--- src/rtl/uart_pkg.sv ---
// ============================================================================
// Module   : uart_pkg
// Brief    : Shared constants, receiver state encoding and clog2 helper.
// Revision : 1.0
// ============================================================================
`default_nettype none

package uart_pkg;

    localparam int PARITY_NONE = 0;
    localparam int PARITY_ODD  = 1;
    localparam int PARITY_EVEN = 2;

    typedef enum logic [2:0] {
        ST_IDLE   = 3'd0,
        ST_START  = 3'd1,
        ST_DATA   = 3'd2,
        ST_PARITY = 3'd3,
        ST_STOP   = 3'd4
    } rx_state_t;

    function automatic int clog2(input int value);
        int r;
        int v;
        r = 0;
        v = value - 1;
        while (v > 0) begin
            r = r + 1;
            v = v >> 1;
        end
        return r;
    endfunction

endpackage

`default_nettype wire

--- src/rtl/uart_rx_fifo.sv ---
// ============================================================================
// Module   : uart_rx_fifo
// Brief    : Synchronous first-word fall-through FIFO with push/pop/full/empty.
// Revision : 1.0
// ============================================================================
`default_nettype none

module uart_rx_fifo
    import uart_pkg::*;
#(
    parameter int WIDTH = 10,
    parameter int DEPTH = 4
) (
    input  logic             clk,
    input  logic             rst,
    input  logic             i_push,
    input  logic [WIDTH-1:0] i_data,
    input  logic             i_pop,
    output logic [WIDTH-1:0] o_data,
    output logic             o_full,
    output logic             o_empty
);

    localparam int AW = clog2(DEPTH);

    logic [WIDTH-1:0] r_mem [DEPTH];
    logic [AW:0]      r_wr_ptr;
    logic [AW:0]      r_rd_ptr;
    logic             w_do_pop;
    logic             w_do_push;

    assign o_empty   = (r_wr_ptr == r_rd_ptr);
    assign o_full    = (r_wr_ptr[AW] != r_rd_ptr[AW]) &&
                       (r_wr_ptr[AW-1:0] == r_rd_ptr[AW-1:0]);
    assign w_do_pop  = i_pop & ~o_empty;
    // A pop in the same cycle frees the slot, so a full FIFO can still accept
    assign w_do_push = i_push & (~o_full | w_do_pop);
    assign o_data    = r_mem[r_rd_ptr[AW-1:0]];

    always_ff @(posedge clk) begin
        if (rst) begin
            r_wr_ptr <= '0;
            r_rd_ptr <= '0;
        end else begin
            if (w_do_push) r_wr_ptr <= r_wr_ptr + 1'b1;
            if (w_do_pop)  r_rd_ptr <= r_rd_ptr + 1'b1;
        end
    end

    always_ff @(posedge clk) begin
        if (w_do_push) r_mem[r_wr_ptr[AW-1:0]] <= i_data;
    end

endmodule

`default_nettype wire

--- src/rtl/uart_rx_param.sv ---
// ============================================================================
// Module   : uart_rx_param
// Brief    : Parametrised oversampling UART receiver with voting, error flags,
//            break detection and a FWFT receive FIFO on a valid/ready port.
// Revision : 1.0
// ============================================================================
`default_nettype none

module uart_rx_param
    import uart_pkg::*;
#(
    parameter int DATA_BITS  = 8,
    parameter int PARITY     = 0,
    parameter int STOP_BITS  = 1,
    parameter int OVERSAMPLE = 16,
    parameter int DIV_W      = 16,
    parameter int FIFO_DEPTH = 4
) (
    input  logic                 Clk,
    input  logic                 Rst,
    input  logic [DIV_W-1:0]     baud_div,
    input  logic                 Rs232_Rx,
    output logic [DATA_BITS-1:0] m_data,
    output logic                 m_perr,
    output logic                 m_ferr,
    output logic                 m_valid,
    input  logic                 m_ready,
    output logic                 overrun,
    output logic                 brk,
    output logic                 busy
);

    localparam int OS_W = clog2(OVERSAMPLE);
    localparam int BC_W = clog2(DATA_BITS) + 1;
    localparam int FW   = DATA_BITS + 2;

    localparam logic [OS_W-1:0] c_os_first = OS_W'(1);
    localparam logic [OS_W-1:0] c_os_lo    = OS_W'(OVERSAMPLE / 2 - 1);
    localparam logic [OS_W-1:0] c_os_mid   = OS_W'(OVERSAMPLE / 2);
    localparam logic [OS_W-1:0] c_os_hi    = OS_W'(OVERSAMPLE / 2 + 1);
    localparam logic [OS_W-1:0] c_os_last  = OS_W'(OVERSAMPLE - 1);
    localparam logic [BC_W-1:0] c_last_dat = BC_W'(DATA_BITS - 1);
    localparam logic [BC_W-1:0] c_last_stp = BC_W'(STOP_BITS - 1);

    rx_state_t            r_state;
    rx_state_t            w_state_nxt;
    logic                 r_sync1, r_sync2, r_rx_d;
    logic [DIV_W-1:0]     r_div;
    logic [DIV_W-1:0]     r_tick_cnt;
    logic [OS_W-1:0]      r_os_cnt;
    logic                 r_s0, r_s1;
    logic [BC_W-1:0]      r_bit_cnt;
    logic [DATA_BITS-1:0] r_shift;
    logic                 r_perr, r_par_bit, r_ferr;
    logic                 r_brk_hold;
    logic                 r_brk, r_overrun;

    logic                 w_rx, w_fall, w_tick;
    logic                 w_s_lo, w_s_mid, w_s_hi;
    logic                 w_vote, w_par_exp;
    logic                 w_done, w_frame_ferr, w_is_brk;
    logic                 w_push, w_pop, w_full, w_empty;
    logic [FW-1:0]        w_head;

    assign w_rx   = r_sync2;
    assign w_fall = r_rx_d & ~r_sync2;
    assign w_tick = (r_state != ST_IDLE) && (r_tick_cnt == r_div);

    // Tick numbers count ticks elapsed since the start edge
    assign w_s_lo  = w_tick && (r_os_cnt == c_os_lo);
    assign w_s_mid = w_tick && (r_os_cnt == c_os_mid);
    assign w_s_hi  = w_tick && (r_os_cnt == c_os_hi);
    assign w_vote  = (r_s0 & r_s1) | (r_s0 & w_rx) | (r_s1 & w_rx);

    assign w_par_exp    = (PARITY == PARITY_ODD) ? ~(^r_shift) : (^r_shift);
    assign w_frame_ferr = (r_bit_cnt == '0) ? ~w_vote : r_ferr;
    assign w_is_brk     = w_done && (r_shift == '0) && w_frame_ferr &&
                          ((PARITY == PARITY_NONE) || !r_par_bit);
    assign w_push       = w_done && !w_is_brk;
    assign w_pop        = m_valid & m_ready;

    always_ff @(posedge Clk) begin
        if (Rst) r_state <= ST_IDLE;
        else     r_state <= w_state_nxt;
    end

    always_comb begin
        w_state_nxt = r_state;
        w_done      = 1'b0;
        case (r_state)
            ST_IDLE: begin
                if (w_fall && !r_brk_hold) w_state_nxt = ST_START;
            end
            ST_START: begin
                if (w_s_hi) w_state_nxt = w_vote ? ST_IDLE : ST_DATA;
            end
            ST_DATA: begin
                if (w_s_hi && (r_bit_cnt == c_last_dat))
                    w_state_nxt = (PARITY == PARITY_NONE) ? ST_STOP : ST_PARITY;
            end
            ST_PARITY: begin
                if (w_s_hi) w_state_nxt = ST_STOP;
            end
            ST_STOP: begin
                if (w_s_hi && (r_bit_cnt == c_last_stp)) begin
                    w_state_nxt = ST_IDLE;
                    w_done      = 1'b1;
                end
            end
            default: w_state_nxt = ST_IDLE;
        endcase
    end

    always_ff @(posedge Clk) begin
        if (Rst) begin
            r_sync1    <= 1'b1;
            r_sync2    <= 1'b1;
            r_rx_d     <= 1'b1;
            r_div      <= '0;
            r_tick_cnt <= '0;
            r_os_cnt   <= c_os_first;
            r_s0       <= 1'b1;
            r_s1       <= 1'b1;
            r_bit_cnt  <= '0;
            r_shift    <= '0;
            r_perr     <= 1'b0;
            r_par_bit  <= 1'b0;
            r_ferr     <= 1'b0;
            r_brk_hold <= 1'b0;
            r_brk      <= 1'b0;
            r_overrun  <= 1'b0;
        end else begin
            r_sync1   <= Rs232_Rx;
            r_sync2   <= r_sync1;
            r_rx_d    <= r_sync2;
            r_brk     <= w_is_brk;
            r_overrun <= w_push & w_full & ~w_pop;

            if (r_state == ST_IDLE) begin
                r_tick_cnt <= '0;
                r_os_cnt   <= c_os_first;
                r_bit_cnt  <= '0;
                if (w_state_nxt == ST_START) begin
                    r_div     <= baud_div;
                    r_perr    <= 1'b0;
                    r_par_bit <= 1'b0;
                    r_ferr    <= 1'b0;
                end
            end else if (w_tick) begin
                r_tick_cnt <= '0;
                r_os_cnt   <= (r_os_cnt == c_os_last) ? '0 : r_os_cnt + 1'b1;
            end else begin
                r_tick_cnt <= r_tick_cnt + 1'b1;
            end

            if (w_s_lo)  r_s0 <= w_rx;
            if (w_s_mid) r_s1 <= w_rx;

            if (w_s_hi) begin
                r_bit_cnt <= (w_state_nxt != r_state) ? '0 : r_bit_cnt + 1'b1;
                case (r_state)
                    ST_DATA:   r_shift <= {w_vote, r_shift[DATA_BITS-1:1]};
                    ST_PARITY: begin
                        r_par_bit <= w_vote;
                        r_perr    <= (w_vote != w_par_exp);
                    end
                    ST_STOP:   if (r_bit_cnt == '0) r_ferr <= ~w_vote;
                    default:   ;
                endcase
            end

            // After a break the line must return high before a new start is accepted
            if (w_is_brk)                r_brk_hold <= 1'b1;
            else if (r_brk_hold && w_rx) r_brk_hold <= 1'b0;
        end
    end

    uart_rx_fifo #(
        .WIDTH (FW),
        .DEPTH (FIFO_DEPTH)
    ) u_fifo (
        .clk     (Clk),
        .rst     (Rst),
        .i_push  (w_push),
        .i_data  ({r_perr, w_frame_ferr, r_shift}),
        .i_pop   (w_pop),
        .o_data  (w_head),
        .o_full  (w_full),
        .o_empty (w_empty)
    );

    assign m_valid = ~w_empty;
    assign m_data  = w_head[DATA_BITS-1:0] & {DATA_BITS{m_valid}};
    assign m_ferr  = w_head[DATA_BITS]     & m_valid;
    assign m_perr  = w_head[DATA_BITS+1]   & m_valid;
    assign overrun = r_overrun;
    assign brk     = r_brk;
    assign busy    = (r_state != ST_IDLE);

endmodule

`default_nettype wire
--- config.mk ---
export PLATFORM = sky130hd
export DESIGN_NAME = uart_rx_param
export DESIGN_NICKNAME = d
export VERILOG_FILES = /design/src/rtl/uart_pkg.sv /design/src/rtl/uart_rx_fifo.sv /design/src/rtl/uart_rx_param.sv
export SDC_FILE = /design/constraint.sdc
export NUM_CORES = 1
export LEC_CHECK = 0
export CELL_PAD_IN_SITES_DETAIL_PLACEMENT = 0
export CELL_PAD_IN_SITES_GLOBAL_PLACEMENT = 1
export CORE_MARGIN = 2
export CORE_UTILIZATION = 42
export DETAILED_ROUTE_END_ITERATION = 10
export GPL_TIMING_DRIVEN = 0
export PLACE_DENSITY_LB_ADDON = 0.3
export SLEW_MARGIN = 10
export SYNTH_ARGS = -nofsm -noshare
export SYNTH_HDL_FRONTEND = slang
export SYNTH_SLANG_ARGS = --single-unit
--- constraint.sdc ---
create_clock -name Clk -period 2.2 [get_ports Clk]
set_input_delay 0.44 -clock Clk [delete_from_list [all_inputs] [get_ports Clk]]
set_output_delay 0.44 -clock Clk [all_outputs]
set_load 0.1 [all_outputs]
==> results.ini <==
[clocking]
clockBufferDepth=2
clk_latency_ns=0.35
clkTransAtPathRegs_ns=0.07
cts_tree=built
cts_sinks=109
htreeDepth=3
cts_buffers=9
holdBufCountCts=0
root_buffer=clkbuf_16

[worst_hold_path]
holdCritPathClass=reg -> reg

[die]
die_x_microns=112
die-height_microns=112
ios=34
initial_core_util_pct=42.9
core-area_sq_mm=0.0114
die_area_sq_mm=0.0125
rows=39

[synthesis]
mappedNetlistNets=480
ys.flop_type=dfxtp_1
syn-cell-area_sq_mm=0.00487
async_flop_share_pct=0
ys_ff_latch=109
synth_edf_count=40
ys_types=54
syn-instance-count=445
synth_area_per_cell_sq_um=10.9
yosysWarnings=0
seq_area_frac_synth_pct=53.0

[timing]
whs_ns=0.417
setup_violations=0
period_needed_ns=2.15
worst_pin_slew_ns=0.951
rsz0062_at_grt=yes
relSlewSlack_pct=36.9
setup_slack_ns=0.0490
post-route-period-util_pct=97.8
fmax_ghz=0.465
slew_viol_final=0
finClkSkew_ns=0.00943
final_hold_viol_count=0

[pwr]
total_leakage_power_nw=2.23
peakVddDrop_v=0.000505
pwr_density_cell_mw_per_mm2=690

[placement]
port_buffers=33
dpl.hpwl_mm=6.78
place_worst_setup_slack_ns=-0.592
gp_congestion=0.783

[routing]
routed_wl_mm=9.82
drt-wirelength-per-cell_microns=15.3
drtPass1Iterations=4
drt_iter0_markers=132
drc=0
ant_nets=0
dr_total_vias=3312
avgViaCountPerCell=5.16

[worst_setup_path]
cp.required_ns=1.76
crit_path_max_fanout=5
crit_arrival_ns=1.71
path_class=reg -> out
endpoint_kind=output pin
start_kind=register

[global_routing]
grt_pass1_vias=3198
antenna_found_initial=0
grt_pass1_wl_mm=16.4
grtUsageTotal_pct=16.7
grt_max_degree=19
overflow=0

[cells_and_area]
antenna_cells=0
area_delta_synth_final_pct=22.5
post-route-util_pct=52.5
layout.nets=529
drive_gt1_share_pct=20.2

[run]
drv_cap=0

[outcome]
status=completed

[flip-flops by register name, summed over array words and instances (netlist names), 3 cells and up, named ones only]
name	count
r_tick_cnt	16
r_state	3
u_fifo.r_wr_ptr	3
r_shift	8
r_div	16
r_os_cnt	4
u_fifo.r_mem	40
u_fifo.r_rd_ptr	3
r_bit_cnt	4
[synth_stat cells (all sizes together) (3+ instances only)]
library cell	instances	area (sq um)
dfxtp	69	1380
nand2	47	176
edfxtp	40	1200
nor2	36	135
xor2	28	245
inv	21	78.8
a21oi	19	95.1
and2	15	93.8
ha	15	188
mux2i	11	110
nand2b	11	68.8
xnor2	11	96.3
buf	10	56.3
mux4	10	225
nand4	10	68.8
clkbuf	9	33.8
nand3	9	45.0
nor3	9	55.1
nor4	9	77.6
and3	5	31.3
nor2b	5	31.3
a31o	4	35.0
nor3b	4	30.0
mux2	3	33.8
o31ai	3	22.5
or2	3	18.8
[cell type report]
class | count | area, sq um
multi-input combinational | 297 | 2210
clock buffer | 10 | 239
timing repair buffer | 39 | 477
tap | 143 | 179
clock inverter | 6 | 92.6
inverter | 21 | 78.8
sequential | 109 | 2590
buffer | 17 | 101
fill | 1027 | 5400
[layer usage]
layer | track usage, % | up-vias | part of all wire (%)
li1 | - | 1664 | -
met5 | 0 | - | 0
met4 | 4.94 | 0 | 1.5
met1 | 23.5 | 1590 | 48
met2 | 26.1 | 48 | 46
met3 | 3.43 | 10 | 4.2
[layout by cell type, fill, tap and decap left out, types with 10 or more instances in the layout]
master           synthesis  final
nand2_1                 47     47
nand2b_1                11     11
and2_4                   0     13
xor2_1                  28     28
nor2_1                  36     35
dfxtp_1                 69     61
inv_1                   21     21
ha_1                    15     15
clkdlybuf4s50_1          0     19
edfxtp_1                40     40
a21oi_1                 19     19
mux4_2                  10     10
xnor2_1                 11     11
mux2i_1                 11     11
[through the flow]
| step | setup TNS [ns] | cells | area (sq um) | total power (W) |
|---|---|---|---|---|
| 2_1_floorplan | -0.0979 | 445 | 4880 | 0.00228 |
| 3_3_place_gp | -30.38 | 621 | 5390 | 0.00237 |
| 3_5_place_dp | -32.83 | 621 | 5390 | 0.00237 |
| 4_1_cts | -0.0331 | 641 | 5890 | 0.00416 |
| 5_1_grt | -1.19 | 642 | 5970 | 0.00428 |
| 6_report | 0 | 642 | 5970 | 0.00412 |
[report_power, final]
part	internal [W]	total [W]	switching (W)	leakage [nW]
logic	0.0000942	0.000240	0.000146	1.14
clock network	0.00104	0.00178	0.000744	0.157
registers	0.00209	0.00210	0.0000124	0.932
total	0.00322	0.00412	0.000902	2.23
[worst paths after layout]
path,start,end,slack (ns),cells after the start
max,register,m_data[7],0.05,4
min,r_sync1$_SDFF_PP1_,r_sync2$_SDFF_PP1_,0.42,1
max reg2reg,r_bit_cnt[0]$_SDFFE_PP0P_,u_fifo.r_mem[3][1]$_DFFE_PP_,0.07,8
min reg2reg,r_sync1$_SDFF_PP1_,r_sync2$_SDFF_PP1_,0.42,1
[kinds of logic (layout without fill, tap and decap cells)]
kind of cell    after synthesis  after routing  share of synthesized area (%)
compound gates               42             42                           5.75
mux                          24             24                           7.58
fa+ha+maj                    16             16                           4.08
buf+inv                      40             93                           3.47
flops                       109            109                           53.0
xor+xnor                     39             39                           7.01
simple gates                175            176                           19.1
[critical path, stage by stage, from the launching register on]
cell     delay, ns
dfxtp_4       0.39
buf_16        0.13
mux4_2        0.48
and2_1        0.19
buf_6         0.18
[what timing repair did]
action	4_1_cts	5_1_grt
hold endpoints to repair	0	0
buffers inserted	3	2
pin swaps	4	7
gates cloned	2	0
resized for setup	113	33
endpoints found under the setup margin	56	57
Note: power is estimated with default switching activity, not from simulation.
